<file path="src/rtl/bitmem_pkg.sv">
// Shared types and sizes for the 16x1 bit-memory sequencer and its memory.
// Latency: none (package only).
// Backpressure: none (package only).
package bitmem_pkg;

   localparam int DEPTH = 16;
   localparam int AW    = 4;

   typedef enum logic [1:0] {
      IDLE  = 2'd0,
      WRITE = 2'd1,
      READ  = 2'd2,
      RESP  = 2'd3
   } state_e;

   typedef enum logic {
      WRVERIFY = 1'b0,
      RDONLY   = 1'b1
   } mode_e;

endpackage

</file>
<file path="src/rtl/bitmem_sequencer.sv">
// Writes a 16-bit word bit-serially into a 16x1 memory, reads it back, flags mismatch.
// Latency: 32 cycles acceptance->rsp_valid_o in write-verify mode, 16 in read-only mode.
// Backpressure: req_ready_o only in IDLE; response held stable until rsp_ready_i.
// Ports: clk/rst; req_* request handshake (valid/ready, mode, data);
//        rsp_* response handshake (valid/ready, data, err); mem_* memory port.
module bitmem_sequencer
   import bitmem_pkg::*;
#(
   parameter int DEPTH = bitmem_pkg::DEPTH,
   parameter int AW    = bitmem_pkg::AW
) (
   input  logic             clk,
   input  logic             rst,
   input  logic             req_valid_i,
   output logic             req_ready_o,
   input  logic             req_mode_i,
   input  logic [DEPTH-1:0] req_data_i,
   output logic             rsp_valid_o,
   input  logic             rsp_ready_i,
   output logic [DEPTH-1:0] rsp_data_o,
   output logic             rsp_err_o,
   output logic             mem_wen_o,
   output logic [AW-1:0]    mem_waddr_o,
   output logic             mem_wdata_o,
   output logic [AW-1:0]    mem_raddr_o,
   input  logic             mem_rdata_i
);

   state_e           state_q, state_d;
   mode_e            mode_q, mode_d;
   logic [AW-1:0]    idx_q, idx_d;
   logic [DEPTH-1:0] data_q, data_d;
   logic [DEPTH-1:0] rsp_data_q, rsp_data_d;
   logic             rsp_err_q, rsp_err_d;
   logic             idx_last;

   assign idx_last = (idx_q == AW'(DEPTH - 1));

   always_comb begin
      state_d     = state_q;
      mode_d      = mode_q;
      idx_d       = idx_q;
      data_d      = data_q;
      rsp_data_d  = rsp_data_q;
      rsp_err_d   = rsp_err_q;
      req_ready_o = 1'b0;
      rsp_valid_o = 1'b0;
      mem_wen_o   = 1'b0;
      mem_waddr_o = '0;
      mem_wdata_o = 1'b0;
      mem_raddr_o = '0;

      unique case (state_q)
         IDLE: begin
            req_ready_o = 1'b1;
            if (req_valid_i) begin
               data_d  = req_data_i;
               mode_d  = mode_e'(req_mode_i);
               idx_d   = '0;
               state_d = req_mode_i ? READ : WRITE;
            end
         end
         WRITE: begin
            // Gated by rst so the write in flight when reset is sampled never lands.
            mem_wen_o   = ~rst;
            mem_waddr_o = idx_q;
            mem_wdata_o = data_q[idx_q];
            // Index wraps 15->0 exactly on the edge that leaves this state.
            idx_d       = idx_q + 1'b1;
            if (idx_last) begin
               state_d = READ;
            end
         end
         READ: begin
            mem_raddr_o        = idx_q;
            rsp_data_d[idx_q]  = mem_rdata_i;
            idx_d              = idx_q + 1'b1;
            if (idx_last) begin
               state_d   = RESP;
               // Compare the complete word including the bit captured this cycle.
               rsp_err_d = (mode_q == WRVERIFY) && (rsp_data_d != data_q);
            end
         end
         RESP: begin
            rsp_valid_o = 1'b1;
            if (rsp_ready_i) begin
               state_d = IDLE;
            end
         end
         default: state_d = IDLE;
      endcase
   end

   always_ff @(posedge clk) begin
      if (rst) begin
         state_q    <= IDLE;
         mode_q     <= WRVERIFY;
         idx_q      <= '0;
         data_q     <= '0;
         rsp_data_q <= '0;
         rsp_err_q  <= 1'b0;
      end else begin
         state_q    <= state_d;
         mode_q     <= mode_d;
         idx_q      <= idx_d;
         data_q     <= data_d;
         rsp_data_q <= rsp_data_d;
         rsp_err_q  <= rsp_err_d;
      end
   end

   assign rsp_data_o = rsp_data_q;
   assign rsp_err_o  = rsp_err_q;

endmodule

</file>
<file path="config.mk">
export PLATFORM = sky130hd
export DESIGN_NAME = bitmem_sequencer
export DESIGN_NICKNAME = d
export VERILOG_FILES = /design/src/rtl/bitmem_pkg.sv /design/src/rtl/bitmem_sequencer.sv
export SDC_FILE = /design/constraint.sdc
export NUM_CORES = 1
export LEC_CHECK = 0
export CAP_MARGIN = 30
export CORE_ASPECT_RATIO = 1.4
export CORE_MARGIN = 2
export CORE_UTILIZATION = 30
export CTS_BUF_LIST = sky130_fd_sc_hd__clkbuf_8
export CTS_CLUSTER_SIZE = 40
export DETAILED_ROUTE_END_ITERATION = 8
export GPL_ROUTABILITY_DRIVEN = 0
export GPL_TIMING_DRIVEN = 0
export SLEW_MARGIN = 0
export SYNTH_ARGS = -nofsm -noshare
export SYNTH_HDL_FRONTEND = slang
export SYNTH_SLANG_ARGS = --single-unit
</file>
<file path="constraint.sdc">
create_clock -name clk -period 2.45 [get_ports clk]
set_clock_uncertainty 0.2 [all_clocks]
set_input_delay 0.3675 -clock clk [delete_from_list [all_inputs] [get_ports clk]]
set_output_delay 0.3675 -clock clk [all_outputs]
set_load 0.03 [all_outputs]
</file>
After elaboration in Yosys (flattened, before gate mapping)

Cells that the tools add are included.

Bits of input ports: 22
Register bits: 40

Reductions and logical operators: 9
Mux-type cells: 19
Equality and inequality tests: 9
Add/sub/neg operators: 1
Bitwise gates (word level): 2
Order comparisons: 2

Operators by type and width:

| kind                  | count |
|---|---|
| $bwmux W16            | 1 |
| $ne A16 B16 Y1        | 1 |
| $mux W4               | 3 |
| $mux W2               | 5 |
| $ne A2 B2 Y1 const B  | 4 |
| $pmux W2 S4           | 1 |
| $pmux W4 S2           | 1 |
| $mux W1               | 6 |
| $reduce_and A2 Y1     | 3 |
| $lt A4 B5 Y1 const B  | 1 |
| $add A4 B1 Y4 const B | 1 |
| $bmux W1 S4           | 1 |
| $demux W1 S4          | 1 |
| $eq A2 B2 Y1 const B  | 2 |
| $eq A4 B4 Y1 const B  | 1 |
| $ge A4 B1 Y1 const B  | 1 |
| $reduce_and A4 Y1     | 1 |
| $eq A2 B1 Y1 const B  | 1 |
| $logic_and A1 B1 Y1   | 2 |
| $logic_not A2 Y1      | 1 |
| $not A1 Y1            | 2 |
| $reduce_bool A2 Y1    | 1 |
| $reduce_or A2 Y1      | 1 |

Longest topological paths before layout

Depth after elaboration: 7
Mapped depth: 10
Depth with buffers taken out: 8

Least setup slack after synthesis

No wires, ideal clock.

Path type: reg-to-output
Start point: reg idx_q[1]
End point: out mem_wdata_o
Buffers on the path: 1
Cell stages (with the launch flop): 5
Path slack: 0.159 ns
Required time: 1.882 ns
Arrival time: 1.724 ns
Cells stage by stage: dfxtp_1 buf_6 mux4_1 mux4_2 and2_1

Word-level cells in the longest chain between the ends: 3

RTL lines:

| element                       | RTL line                | source |
|---|---|---|
| start: declaration            | bitmem_sequencer.sv:31  | `logic [AW-1:0] idx_q, idx_d;` |
| start signal: assignment      | bitmem_sequencer.sv:105 | `idx_q <= idx_d;` |
| $bmux W1 S4                   | bitmem_sequencer.sv:67  | `mem_wdata_o = data_q[idx_q];` |
| $mux W1 (not written as such) | bitmem_sequencer.sv:67  |  |
| $mux W1                       | bitmem_sequencer.sv:53  | `unique case (state_q)` |
| end: declaration              | bitmem_sequencer.sv:24  | `output logic mem_wdata_o,` |

No other way between the ends. The select of a mux whose other input is x is not followed.

Worst setup path after layout

Start point: reg idx_q[0]
End point: out mem_wdata_o

The elaborated chain is that of the path after synthesis.

==> impl_metrics.tcl <==
set metrics [dict create \
    outcome "finished with violations" \
    violations "setup timing" \
    layout_setup_ws_ns -0.183 \
    syn_nets 336 \
    cpLargestDelayFamily "multiplexers" \
    viasPerCell 5.19 \
    rows 39 \
    startpoint_type "register" \
    ir_drop_v 0.000293 \
    path_class "reg -> out" \
    cp-end-kind "output pin" \
    drc 0 \
    routed_wl_um 7550 \
    die_w_um 81.3 \
    die_area_um2 9120 \
    grt_start_max_net_pins 14 \
    yosys-top-cells-area "dfxtp_1 32%, mux2i_1 10%, nand2_1 7.0%" \
    num-nets-final 396 \
    first_iter_violations 147 \
    fin_tns_setup_ns -0.183 \
    syn_inst 305 \
    final_util_pct 40.3 \
    rsz0062_at_grt "yes" \
    wl_per_cell_um 16.1 \
    post-synth-top-count-cell "nand2_1" \
    drv_slew 0 \
    start_util_pct 30.8 \
    critPathMaxFanout 4 \
    relSlewSlack_pct 65.0 \
    path_cells "buf_6, mux4_2, mux4_2, and2_4, buf_6" \
    period_share_pct 107 \
    diodes 0 \
    tightest_slew_ns 0.525 \
    p_leak_nw 1.36 \
    synth_edf_count 0 \
    finalHoldViolCount 0 \
    yosys_warnings 0 \
    htree_levels 2 \
    path_clk_slew_ns 0.08 \
    seq_power_share_pct 33.9 \
    cp_data_arrival_time_ns 2.07 \
    clk_latency_ns 0.30 \
    ios 51 \
    hold_path.class "in -> reg" \
    drive_gt1_share_pct 13.7 \
    track_usage_pct 17.2 \
    ys_ff_latch 40 \
    fmax_ghz 0.380 \
    syn_avg_cell_area_um2 8.22 \
    p_clk_share_pct 23.3 \
    pwr-share-comb_pct 42.8 \
    synth_cell_types 42 \
    via_count 2428 \
    crit_required_ns 1.88 \
    clockRootBuffer "clkbuf_8" \
    setup_viol 1 \
    grt-ovfl-total 0 \
    power_per_cell_area_nw_per_um2 734 \
    p_sw_uw 946 \
    firstDrtPassIters 5 \
    synthesis.area_um2 2510 \
    synth_common_cells "47 x nand2_1, 40 x dfxtp_1, 26 x a21oi_1, 26 x mux2i_1, 22 x nor2_1" \
    area_growth_pct 30.8 \
    cts.sink_count 40 \
    core_um2 8150 \
    ys_seq_area_share_pct 31.9 \
    ctsHoldBuffers 0 \
    synthFlopType "dfxtp_1" \
    numCtsBuffers 5 \
    grt_pass1_vias 2407 \
    cts_tree "done" \
    clock_path_buffers 2 \
    antenna_found_initial 0 \
    period_minus_slack_ns 2.63 \
    cp_slowest_cell "mux4_2" \
    fp.dieH_um 112 \
    yosys.area.top_type "dfxtp_1" \
    numPortBuffers 48 \
    grt_pass1_wl_um 12000 \
    cpPeakStageDelay_ns 0.51 \
    intPower_mw 1.46 \
    hpwl_um 5570 \
    async_flop_share_pct 0 \
    cp_num_buf_inv 2 \
    drv_cap 0 \
    swShare_pct 39.3 \
    synth.top_cell.area_share_pct 31.9 \
    drtAntennaViolNets 0 \
]
## registers in the layout, summed over array words and instances, names as in the netlist
name / cells
data_q: 16
state_q: 2
rsp_err_o: 1
rsp_data_o: 16
mode_q: 1
idx_q: 4
## cells in the final DEF, fill, tap and decap left out, types with 2 or more instances in the layout
cell type	netlist	layout
o21ai_0	8	8
ha_2	0	2
xnor2_1	8	8
mux4_2	3	5
a22oi_1	2	2
nand4_1	9	9
dlymetal6s2s_1	0	3
clkbuf_1	16	14
a21oi_1	26	26
clkbuf_8	0	5
and2_2	2	2
xor2_1	2	2
nand3_1	16	16
buf_6	4	5
nor4_2	0	2
a211oi_1	4	4
dfxtp_1	40	38
ha_1	9	7
nand2_1	47	47
nor2_1	22	22
clkdlybuf4s50_1	0	39
nand2b_1	2	2
dfxtp_2	0	2
mux2i_1	26	26
nor2b_1	4	4
buf_4	2	9
clkbuf_2	0	6
nor3b_1	3	2
inv_1	5	5
buf_2	3	2
nand3b_1	13	13
and2_1	8	7
## tightest hold or removal path: cells and delay by family
family	cells	cell delay, ns
buffers and inverters	1	0.17
AOI/OAI and AO/OA	2	0.17
## layer usage
| metal | GRT usage [%] | part of all wire (%) | vias up | routed length, µm |
|---|---|---|---|---|
| met3 | 2.65 | 5.8 | 15 | 437 |
| met2 | 28.6 | 51 | 91 | 3850 |
| met5 | 0 | 0 | - | 0 |
| li1 | - | - | 1181 | - |
| met1 | 20.9 | 40 | 1141 | 3040 |
| met4 | 8.93 | 2.8 | 0 | 214 |
## layout make-up
cell class                      count  area (µm²)
Clock inverter                      3        42.5
Fill cell                         842        4870
Tap cell                          102         128
Sequential cell                    40         803
Multi-Input combinational cell    233        1560
Timing Repair Buffer               53         505
Clock buffer                        5        68.8
Inverter                            5        18.8
Buffer                             27         151
## cell families after synthesis
kind of cell             Yosys count  share of synthesized area (%)
AO/OA/AOI/OAI                     48                           11.3
multiplexers                      31                           15.2
adder cells (fa/ha/maj)            9                           4.49
buffers and inverters             32                           6.44
flip-flops                        40                           31.9
AND/OR/NAND/NOR                  135                           27.2
XOR/XNOR                          10                           3.49
## power by group through the flow
stage	registers, mW	logic (mW)	clock network (mW)
detailed placement	0.833	0.950	0
CTS	0.815	1.01	0.567
floorplan	0.812	0.678	0
global placement	0.828	0.943	0
finish	0.816	1.03	0.562
global route	0.826	1.13	0.590
## through the flow
step	cell area, µm²	power [mW]	hold slack [ns]	instances	setup WS [ns]
after floorplan	2510	1.49	0.237	305	0.159
after global placement	3120	1.77	0.248	455	-0.473
after detailed placement	3120	1.78	0.261	455	-0.487
after CTS	3270	2.39	0.231	468	-0.189
after global routing	3280	2.55	0.285	468	-0.203
final	3280	2.41	0.246	468	-0.183
## what timing repair did
item / CTS / global route
hold endpoints to repair: 0 / 0
setup endpoints to repair: 7 / 9
setup buffers: 5 / 0
resized for setup: 21 / 18
pin swaps: 1 / 1
## worst paths after layout
check	start	end	slack [ns]	cells past startpoint
setup / recovery	idx_q[0]	mem_wdata_o	-0.18	5
hold / removal	rst	rsp_err_o	0.25	3
setup reg to reg	idx_q[0]	rsp_err_o	0.01	11
hold reg to reg	mode_q	mode_q	0.27	2
(Power assumes the default switching activity.)
